## src/rtl/freq_meter_if.sv

```systemverilog
// freq_meter_if: control, measured signal and result bundle of the frequency meter
interface freq_meter_if #(parameter int W = 26);
  logic         en;
  logic         sig_in;
  logic [W-1:0] freq;
  logic         valid;
  logic         ovf;
  logic         busy;
  modport master (output en, sig_in, input freq, valid, ovf, busy);
  modport slave (input en, sig_in, output freq, valid, ovf, busy);
endinterface

```

## src/rtl/freq_meter.sv

```systemverilog
// freq_meter: counts sig_in rising edges over back-to-back M-cycle gate windows
module freq_meter #(
  parameter int N = 26,
  parameter int M = 50000000,
  parameter int W = 26
) (
  input logic          clk,
  input logic          reset,
  freq_meter_if.slave  bus
);
  typedef enum logic {IDLE, GATE} state_t;
  state_t       state_q, state_d;
  logic         s1_q, s2_q, s3_q;
  logic [N-1:0] gate_cnt_q, gate_cnt_d;
  logic [W-1:0] edge_cnt_q, edge_cnt_d, edge_inc;
  logic [W-1:0] freq_q, freq_d;
  logic         sat_q, sat_d, ovf_q, ovf_d, valid_q, valid_d, busy_q, busy_d;
  logic         rise, sat_hit, active, last, run, done;
  // en alone picks the next state: every path with en low ends in IDLE, with en high in GATE
  always_comb begin
    rise       = s2_q & ~s3_q;
    sat_hit    = (&edge_cnt_q) & rise;
    edge_inc   = (&edge_cnt_q) ? edge_cnt_q : edge_cnt_q + W'(rise);
    active     = state_q == GATE;
    last       = gate_cnt_q == N'(M - 1);
    run        = active & bus.en & ~last;
    done       = active & last;
    state_d    = bus.en ? GATE : IDLE;
    busy_d     = bus.en;
    gate_cnt_d = run ? gate_cnt_q + 1'b1 : '0;
    edge_cnt_d = run ? edge_inc : '0;
    sat_d      = run & (sat_q | sat_hit);
    valid_d    = done;
    freq_d     = done ? edge_inc : freq_q;
    ovf_d      = done ? (sat_q | sat_hit) : ovf_q;
  end
  // synchronizer keeps running in IDLE so edge history is current at window start
  always_ff @(posedge clk) begin
    if (reset) begin
      s1_q       <= 1'b0;
      s2_q       <= 1'b0;
      s3_q       <= 1'b0;
      state_q    <= IDLE;
      gate_cnt_q <= '0;
      edge_cnt_q <= '0;
      sat_q      <= 1'b0;
      freq_q     <= '0;
      ovf_q      <= 1'b0;
      valid_q    <= 1'b0;
      busy_q     <= 1'b0;
    end else begin
      s1_q       <= bus.sig_in;
      s2_q       <= s1_q;
      s3_q       <= s2_q;
      state_q    <= state_d;
      gate_cnt_q <= gate_cnt_d;
      edge_cnt_q <= edge_cnt_d;
      sat_q      <= sat_d;
      freq_q     <= freq_d;
      ovf_q      <= ovf_d;
      valid_q    <= valid_d;
      busy_q     <= busy_d;
    end
  end
  assign bus.freq  = freq_q;
  assign bus.valid = valid_q;
  assign bus.ovf   = ovf_q;
  assign bus.busy  = busy_q;
endmodule
```

## src/flat_wrapper.sv

```systemverilog
// flat-port wrapper written by rule: the top's interface ports become plain ports
module freq_meter_flat 
#(
  parameter int N = 26,
  parameter int M = 50000000,
  parameter int W = 26
)
  (clk, reset, bus_en, bus_sig_in, bus_freq, bus_valid, bus_ovf, bus_busy);
  freq_meter_if #(.W(W)) bus_i ();
  input logic clk;
  input logic reset;
  input wire logic [$bits(bus_i.en)-1:0] bus_en;
  input wire logic [$bits(bus_i.sig_in)-1:0] bus_sig_in;
  output wire logic [$bits(bus_i.freq)-1:0] bus_freq;
  output wire logic [$bits(bus_i.valid)-1:0] bus_valid;
  output wire logic [$bits(bus_i.ovf)-1:0] bus_ovf;
  output wire logic [$bits(bus_i.busy)-1:0] bus_busy;
  assign bus_i.en = bus_en;
  assign bus_i.sig_in = bus_sig_in;
  assign bus_freq = bus_i.freq;
  assign bus_valid = bus_i.valid;
  assign bus_ovf = bus_i.ovf;
  assign bus_busy = bus_i.busy;
  freq_meter #(.N(N), .M(M), .W(W)) u_core (.clk(clk), .reset(reset), .bus(bus_i));
endmodule
```

## config.mk

```make
export PLATFORM = sky130hd
export DESIGN_NAME = freq_meter_flat
export DESIGN_NICKNAME = d
export VERILOG_FILES = /design/src/rtl/freq_meter_if.sv /design/src/rtl/freq_meter.sv /design/src/flat_wrapper.sv
export SDC_FILE = /design/constraint.sdc
export NUM_CORES = 1
export LEC_CHECK = 0
export ABC_CLOCK_PERIOD_IN_PS = 2950
export CORE_MARGIN = 4
export CORE_UTILIZATION = 40
export DETAILED_ROUTE_END_ITERATION = 7
export PLACE_DENSITY = 0.55
export SYNTH_ARGS = -nofsm -noshare
export SYNTH_HDL_FRONTEND = slang
export SYNTH_SLANG_ARGS = --single-unit
```

## constraint.sdc

```tcl
create_clock -name clk -period 2.95 [get_ports clk]
set_input_delay 0.295 -clock clk [delete_from_list [all_inputs] [get_ports clk]]
set_output_delay 0.295 -clock clk [all_outputs]
set_load 0.1 [all_outputs]
```

# After elaboration in Yosys (flattened, before gate mapping)
# Index checks and enable logic that the tools add are counted.
[word_totals]
register_bits = 86
in_bits = 4
out_inout_bits = 29
elab_cells = 28
[op_classes]
addsub = 2
n_eq_ne = 1
mux = 2
bitwise = 10
n_reduce_logical = 2
[ops]
columns = ["operator", "count"]
rows = [
  ["26-bit by 1-bit adder with 26-bit output", 1],
  ["26-bit by 1-bit adder with 26-bit output (second input constant)", 1],
  ["26-bit == test (second input constant)", 1],
  ["26-bit two-way mux", 1],
  ["26-bit AND reduction", 1],
  ["1-bit bitwise AND", 6],
  ["1-bit NOT", 3],
  ["2-bit OR reduction", 1],
  ["1-bit two-way mux", 1],
  ["1-bit bitwise OR", 1],
]

# Logic depth before layout (Yosys ltp)
# Gate-level depths: netlist (run 1).
[depth]
ltp_word = 5
ltp_mapped = 8
mapped_depth_nobuf = 8

# Worst setup path before layout (run 1)
# OpenSTA, ideal clock, no wires.
[synth_timing]
kind = "flip-flop to flip-flop"
start = "register u_core.bus.busy (netlist name)"
end = "register u_core.freq_q[19], in the netlist u_core.bus.freq[19]"
setup_time_ns = 0.138
t_arrival_ns = 2.067
required_ns = 2.812
path_slack_ns = 0.745
path_stages_with_launch = 6
n_path_buf = 2
period_less_slack_ns = 2.205
path_cell_list = "dfxtp_1 > inv_1 > nor4_1 > clkbuf_1 > buf_2 > a211oi_1"
[synth_rtl]
columns = ["element", "line_no", "source"]
rows = [
  ["to (signal assigned)", "freq_meter.sv:59", "freq_q <= freq_d;"],
  ["to (decl)", "freq_meter.sv:16", "logic [W-1:0] freq_q, freq_d;"],
]

# Worst setup path in the final report (run 1)
[layout_timing]
start = "register u_core.edge_cnt_q[4]"
end = "register u_core.freq_q[4], in the netlist u_core.bus.freq[4]"
[layout_via]
elab_chain_len = 2
word_cells_on_any_way = 3
classes_between = "1 x add/sub; 1 x mux; 1 x reduce/logical"
[layout_lines]
columns = ["element", "line_no", "source"]
rows = [
  ["from (decl)", "freq_meter.sv:15", "logic [W-1:0] edge_cnt_q, edge_cnt_d, edge_inc;"],
  ["from (signal assigned)", "freq_meter.sv:57", "edge_cnt_q <= edge_cnt_d;"],
  ["26-bit by 1-bit adder with 26-bit output or 26-bit AND reduction (tied branches)", "freq_meter.sv:23", "edge_inc = (&edge_cnt_q) ? edge_cnt_q : edge_cnt_q + W'(rise);"],
  ["26-bit two-way mux (*)", "freq_meter.sv:23", ""],
]
# Every way passes the cells marked *; elsewhere a longest branch is shown, timed or not.
# A chain may end at the register's enable or synchronous reset.

==> metrics, run 1 <==
Register-to-Register Path Depth 5; layout cells sized above 1 about 15%; Sink Count 85; final WL slightly below 8 mm; Clock Path Buffers 2; Synth Cell Area roughly 0.0037 sq mm; grt met1 use a little under a quarter; synth top area cells dfxtp_1 (47%), nor2_1 (8.8%), xor2_1 (6.0%), a211oi_1 (3.9%), xnor2_1 (3.8%); HPWL after detailed placement ~5.5 mm; First DRT Iteration DRCs between 100 and 150; top-count cell post-synth nor2_1; total number of vias roughly 2900; Main synth FF type dfxtp_1; TritonCTS clock tree built; synthesized net count roughly 410; Ant. Diodes 0; Critical Path Max Stage Delay a little under 0.9 ns; GR Util met2 a little over a fifth; CP arrival between 2 and 3 ns; FILL cells 858; Slowest cell on crit path or4_1; largest net degree at the start of global routing 32; Setup crit end kind register; crit-path cells nand4_1 > or4_1 > o21bai_1 > xor2_1 > a211oi_1; H-tree depth 3; Area Overhead vs Synth 17.2%; GR Overflow Total 0; synthesized area per cell ~9 sq um; leading post-synthesis cells by instance count nor2_1 (86), dfxtp_1 (85), xor2_1 (25); initial antenna violation count 0; Slew Limit Fails 0; Pwr Density about 510 mW/mm^2; synthesis-stage register bit count between 80 and 90; layout net count around 450; crit path max fanout 15; GRT Max-Usage Layer met1; Highest Clock Rate 432 MHz; leak pwr between 1 and 1.5 nW; Final Non-Filler Cells about 550; Hold-fix buffers, CTS 0; critical path class reg -> reg; Least-Margin Pin Slew just under 1 ns; hold_sp u_core.s1_q; placed cell count between 500 and 600; Yosys Warn Count 0; status complete, no violations; Total GRT Usage approximately 15%; Final Setup Violations 0; CP startpoint kind register; vias in the first global route 2716; Layout Skew around 0.016 ns; worst r2r dst u_core.bus.freq[4]; RR Startpoint u_core.edge_cnt_q[4]; Vias per Instance around 5.2; Worst Hold End u_core.s2_q; CTS clk-pin slew, worst paths 0.08 ns; Initial Util 41.5%; met3 Use GR about 4.2%; area fraction of the dominant cell type after synthesis around 47%; max-cap violation count 0; drt pass-1 iters 4; Top Ports 33; Routability Congestion approximately 0.76; Placeable Area 0.00881 sq mm; antenna viol nets, final 0; final setup TNS 0 ns; count of cell types in the netlist 47; DIE AREA 0.0107 sq mm; later-pin clock latency in the skew report ~0.36 ns; Rows 34; R2R Setup Slk ~0.63 ns; CTS Buf Count 9; CP required roughly 3.2 ns; slew margin rel. ~34%; Port-buffer cells 32; Async SR Flop Fraction 0%; final period utilization about four fifths; first-pass GRT wire length ~14 mm; RSZ-0062 raised after global routing no; PostCTS Resize Cnt 0; Die Y between 100 and 150 microns; Tmin final 2.32 ns; drc violations 0; setup bufs post-CTS 0; EDFF count, synth 0; Final Hold Vio Count 0; Seq/Total Area, Yosys 46.6%; Hold Crit Class reg -> reg; Power Total 2.19 mW; peak supply drop roughly 0.27 mV; cells after synthesis 407; WL/cell ~14 microns; Root Driver clkbuf_8; Yosys top cell by area dfxtp_1; Hold Crit Depth 1; Die X 104 microns
-- worst max path at each step --
stage               slack (ns)                   to  cells after the start                   from
CTS                       0.63   u_core.bus.freq[4]                      5   u_core.edge_cnt_q[4]
detailed placement        0.65   u_core.bus.freq[4]                      5   u_core.edge_cnt_q[4]
global placement          0.68  u_core.bus.freq[14]                      5  u_core.edge_cnt_q[18]
finish                    0.63   u_core.bus.freq[4]                      5   u_core.edge_cnt_q[4]
global route              0.46  u_core.bus.freq[16]                      9            u_core.s2_q
floorplan                 0.75  u_core.bus.freq[19]                      5        u_core.bus.busy
-- metal layers --
layer	vias up	routed length, microns	part of all wire [%]
met5	-	0	0
met3	11	335	4.2
met1	1324	4340	55
met2	54	3100	39
li1	1492	-	-
met4	0	104	1.3
-- through the flow --
step                      util (%)  cell area [sq um]  hold WS (ns)  worst slack, ns
final                         48.6               4280         0.463            0.634
after global routing          48.6               4280         0.480            0.465
after CTS                     48.6               4280         0.465            0.632
after detailed placement      45.8               4030         0.445            0.650
after global placement        45.8               4030         0.444            0.682
after floorplan                  -               3650         0.367            0.745
-- critical path: cells and delay by family, from the launching register on --
family                    cells  cell delay, ns
AOI/OAI and AO/OA             2            0.40
and+or+nand+nor               2            1.11
xor gates and xnor gates      1            0.27
DFF                           1            0.41
-- where the power goes --
group | internal, mW | switching, mW
logic | 0.00976 | 0.0227
clock network | 0.603 | 0.401
registers | 1.15 | 0.00211
total | 1.76 | 0.426
-- sequential cells by signal, summed over array words and instances, names as in the netlist --
| name | cells |
|---|---|
| u_core.bus.busy | 1 |
| u_core.bus.freq | 26 |
| u_core.bus.ovf | 1 |
| u_core.bus.valid | 1 |
| u_core.edge_cnt_q | 26 |
| u_core.gate_cnt_q | 26 |
| u_core.s1_q | 1 |
| u_core.s2_q | 1 |
| u_core.s3_q | 1 |
| u_core.sat_q | 1 |
-- layout by cell type, fill, tap and decap left out, types with 4 or more instances in the layout --
cell type / n
or3_1: 4
nand3_1: 24
o21ai_0: 5
nor4b_1: 4
a211oi_1: 19
or2_2: 4
xnor2_1: 16
nor4_1: 5
a21o_1: 4
buf_4: 35
a21oi_1: 8
nor3_1: 7
clkdlybuf4s50_1: 4
xor2_1: 25
and4_1: 5
nand2_1: 22
inv_1: 4
nand2b_1: 4
nor2_1: 86
nand4_1: 12
nor2b_1: 5
and3_1: 5
dfxtp_1: 85
clkbuf_8: 11
-- final cells by class --
cell class | count | area [sq um] | area share (%)
sequential | 85 | 1700 | 39.8
multi-input combinational | 299 | 1860 | 43.4
clock inverter | 4 | 95.1 | 2.22
tap | 108 | 135 | 3.16
inverter | 4 | 15.0 | 0.351
timing repair buffer | 40 | 323 | 7.54
clock buffer | 11 | 151 | 3.54
-- kinds of logic (layout without fill, tap and decap cells) --
family | Yosys count | count (layout) | share of synthesized area, %
AND/OR/NAND/NOR | 203 | 203 | 29.3
flip-flops | 85 | 85 | 46.6
adder cells (fa/ha/maj) | 3 | 3 | 1.03
AO/OA/AOI/OAI | 52 | 52 | 10.3
XOR/XNOR | 41 | 41 | 9.83
buffers and inverters | 23 | 59 | 2.94
Power figures use the tool's default switching activity.
==> run 2: changes to the inputs <==
--- a/config.mk
+++ b/config.mk
@@ -5,7 +5,7 @@
 export SDC_FILE = /design/constraint.sdc
 export NUM_CORES = 1
 export LEC_CHECK = 0
-export ABC_CLOCK_PERIOD_IN_PS = 2950
+export ABC_CLOCK_PERIOD_IN_PS = 2200
 export CORE_MARGIN = 4
 export CORE_UTILIZATION = 40
 export DETAILED_ROUTE_END_ITERATION = 7
==> constraint.sdc (replaced) <==
create_clock -name clk -period 2.2 [get_ports clk]
set_input_delay 0.22 -clock clk [delete_from_list [all_inputs] [get_ports clk]]
set_output_delay 0.22 -clock clk [all_outputs]
set_load 0.1 [all_outputs]
==> run 2 against run 1 <==
Compared with the run above: core utilization rose by 0.82 points; register-to-register slack worse by 0.48 ns; combinational power rose by 35%; largest power group unchanged; first-iteration DRC count down 30%.
==> metrics, run 2 (synthesis results as in run 1) <==
register area ~0.0017 sq mm; commonest non-fill, non-tap cell in the layout nor2_1; WL/cell ~15 microns; most frequent cells in the layout nor2_1 (86), dfxtp_1 (84), buf_4 (44); Ant. Diodes 0; Rows 34; Layout Skew about 0.007 ns; Levels on crit path 5; slew margin rel. a little over half; Hold Crit Depth 2; Highest Clock Rate around 490 MHz; Port-buffer cells 32; CTS clk-pin slew, worst paths ~0.08 ns; final WL 8.29 mm; Slew Limit Fails 0; multi-input gate area in the final layout approximately 0.0019 sq mm; Top Ports 33; leak pwr 1.49 nW; Final Hold Vio Count 0; Buf/Inv on CP 0; peak supply drop just under 0.4 mV; Clock Path Buffers 2; Placeable Area a little under 0.009 sq mm; fin util between 40 and 50%; Slowest cell on crit path or3_4; Die Y between 100 and 150 microns; status complete, no violations; Register-to-Register Path Depth 5; Initial Util 41.5%; Routability Congestion 0.815; Vias per Instance between 5 and 6; CP arrival ~2.3 ns; vias in the first global route around 2900; CP required approximately 2.5 ns; FILL cells 851; later-pin clock latency in the skew report 0.35 ns; PostCTS Resize Cnt 0; CTS Buf Count 9; CP startpoint u_core.edge_cnt_q[10]; Hold-fix buffers, CTS 0; Hold Crit Class in -> reg; initial antenna violation count 0; critical path class reg -> reg; First DRT Iteration DRCs 92; drc violations 0; Setup crit end kind register; Pwr Density approximately 600 mW/mm^2; crit path max fanout 13; DIE AREA between 0.01 and 0.015 sq mm; Area Overhead vs Synth 19.1%; Sink Count 85; RSZ-0062 raised after global routing yes; Worst path top cell family by delay simple AND/OR/NAND/NOR gates; Final Setup Violations 0; layout cells sized above 1 18.9%; Die X around 100 microns; final setup TNS 0 ns; Final Non-Filler Cells 562; placed cell count between 500 and 600; final period utilization between 90 and 100%; Root Driver clkbuf_8; crit-path cells nand4_4 > or3_4 > nor4b_1 > xnor2_1 > a211oi_2; GR Overflow Total 0; Total GRT Usage roughly 16%; hold_sp bus_sig_in; antenna viol nets, final 0; layout net count ~460; RR Startpoint u_core.edge_cnt_q[10]; first-pass GRT wire length roughly 14 mm; drt pass-1 iters 4; largest net degree at the start of global routing 54; setup bufs post-CTS 0; max-cap violation count 0; total number of vias between 2000 and 3000; Power Total 2.69 mW; HPWL after detailed placement between 5 and 6 mm; Least-Margin Pin Slew 0.687 ns; TritonCTS clock tree built; Critical Path Max Stage Delay approximately 0.54 ns; H-tree depth 3; CP startpoint kind register; Tmin final roughly 2.0 ns
==> run 2: power breakdown <==
part           leakage, nW  switching [mW]  total (mW)  internal, mW
Clock               0.0964           0.547        1.10         0.553
Combinational        0.705          0.0310      0.0439        0.0129
Sequential           0.685         0.00313        1.54          1.54
==> run 2: layout make-up <==
| cell class | instances | share of cell area [%] |
|---|---|---|
| flip-flops and latches | 85 | 39.1 |
| clock buffers | 12 | 3.33 |
| repair buffers | 50 | 9.66 |
| well taps | 108 | 3.10 |
| clock inverters | 4 | 1.09 |
| inverters | 4 | 0.345 |
| multi-input cells | 299 | 43.3 |
==> run 2: worst paths after layout <==
path,to,slack [ns]
setup / recovery,u_core.bus.freq[23],0.15
hold / removal,u_core.s1_q,0.43
setup reg to reg,u_core.bus.freq[23],0.15
hold reg to reg,u_core.s3_q,0.47
==> run 2: per-layer routing <==
metal  vias to the layer above  track usage, %  share of wire [%]
met1                      1417            23.4                 55
li1                       1510               -                  -
met4                         0            5.98                1.2
met3                         7            2.92                3.6
met2                        46            22.6                 41
met5                         -               0                  0
==> run 2: metrics by stage <==
step / hold WS [ns] / cell area (sq um) / setup slack [ns]
6_report: 0.430 / 4350 / 0.150
5_1_grt: 0.429 / 4350 / -0.00859
4_1_cts: 0.417 / 4330 / 0.0973
3_5_place_dp: 0.447 / 4130 / 0.148
3_3_place_gp: 0.448 / 4130 / 0.173
2_1_floorplan: 0.292 / 3650 / 0.0929
==> run 3: changes to the inputs <==
--- a/config.mk
+++ b/config.mk
@@ -6,6 +6,7 @@
 export NUM_CORES = 1
 export LEC_CHECK = 0
 export ABC_CLOCK_PERIOD_IN_PS = 2200
+export CAP_MARGIN = 20
 export CORE_MARGIN = 4
 export CORE_UTILIZATION = 40
 export DETAILED_ROUTE_END_ITERATION = 7
==> results of run 3 <==
Same layout as run 2: the final DEF is identical, and so are final timing and power.
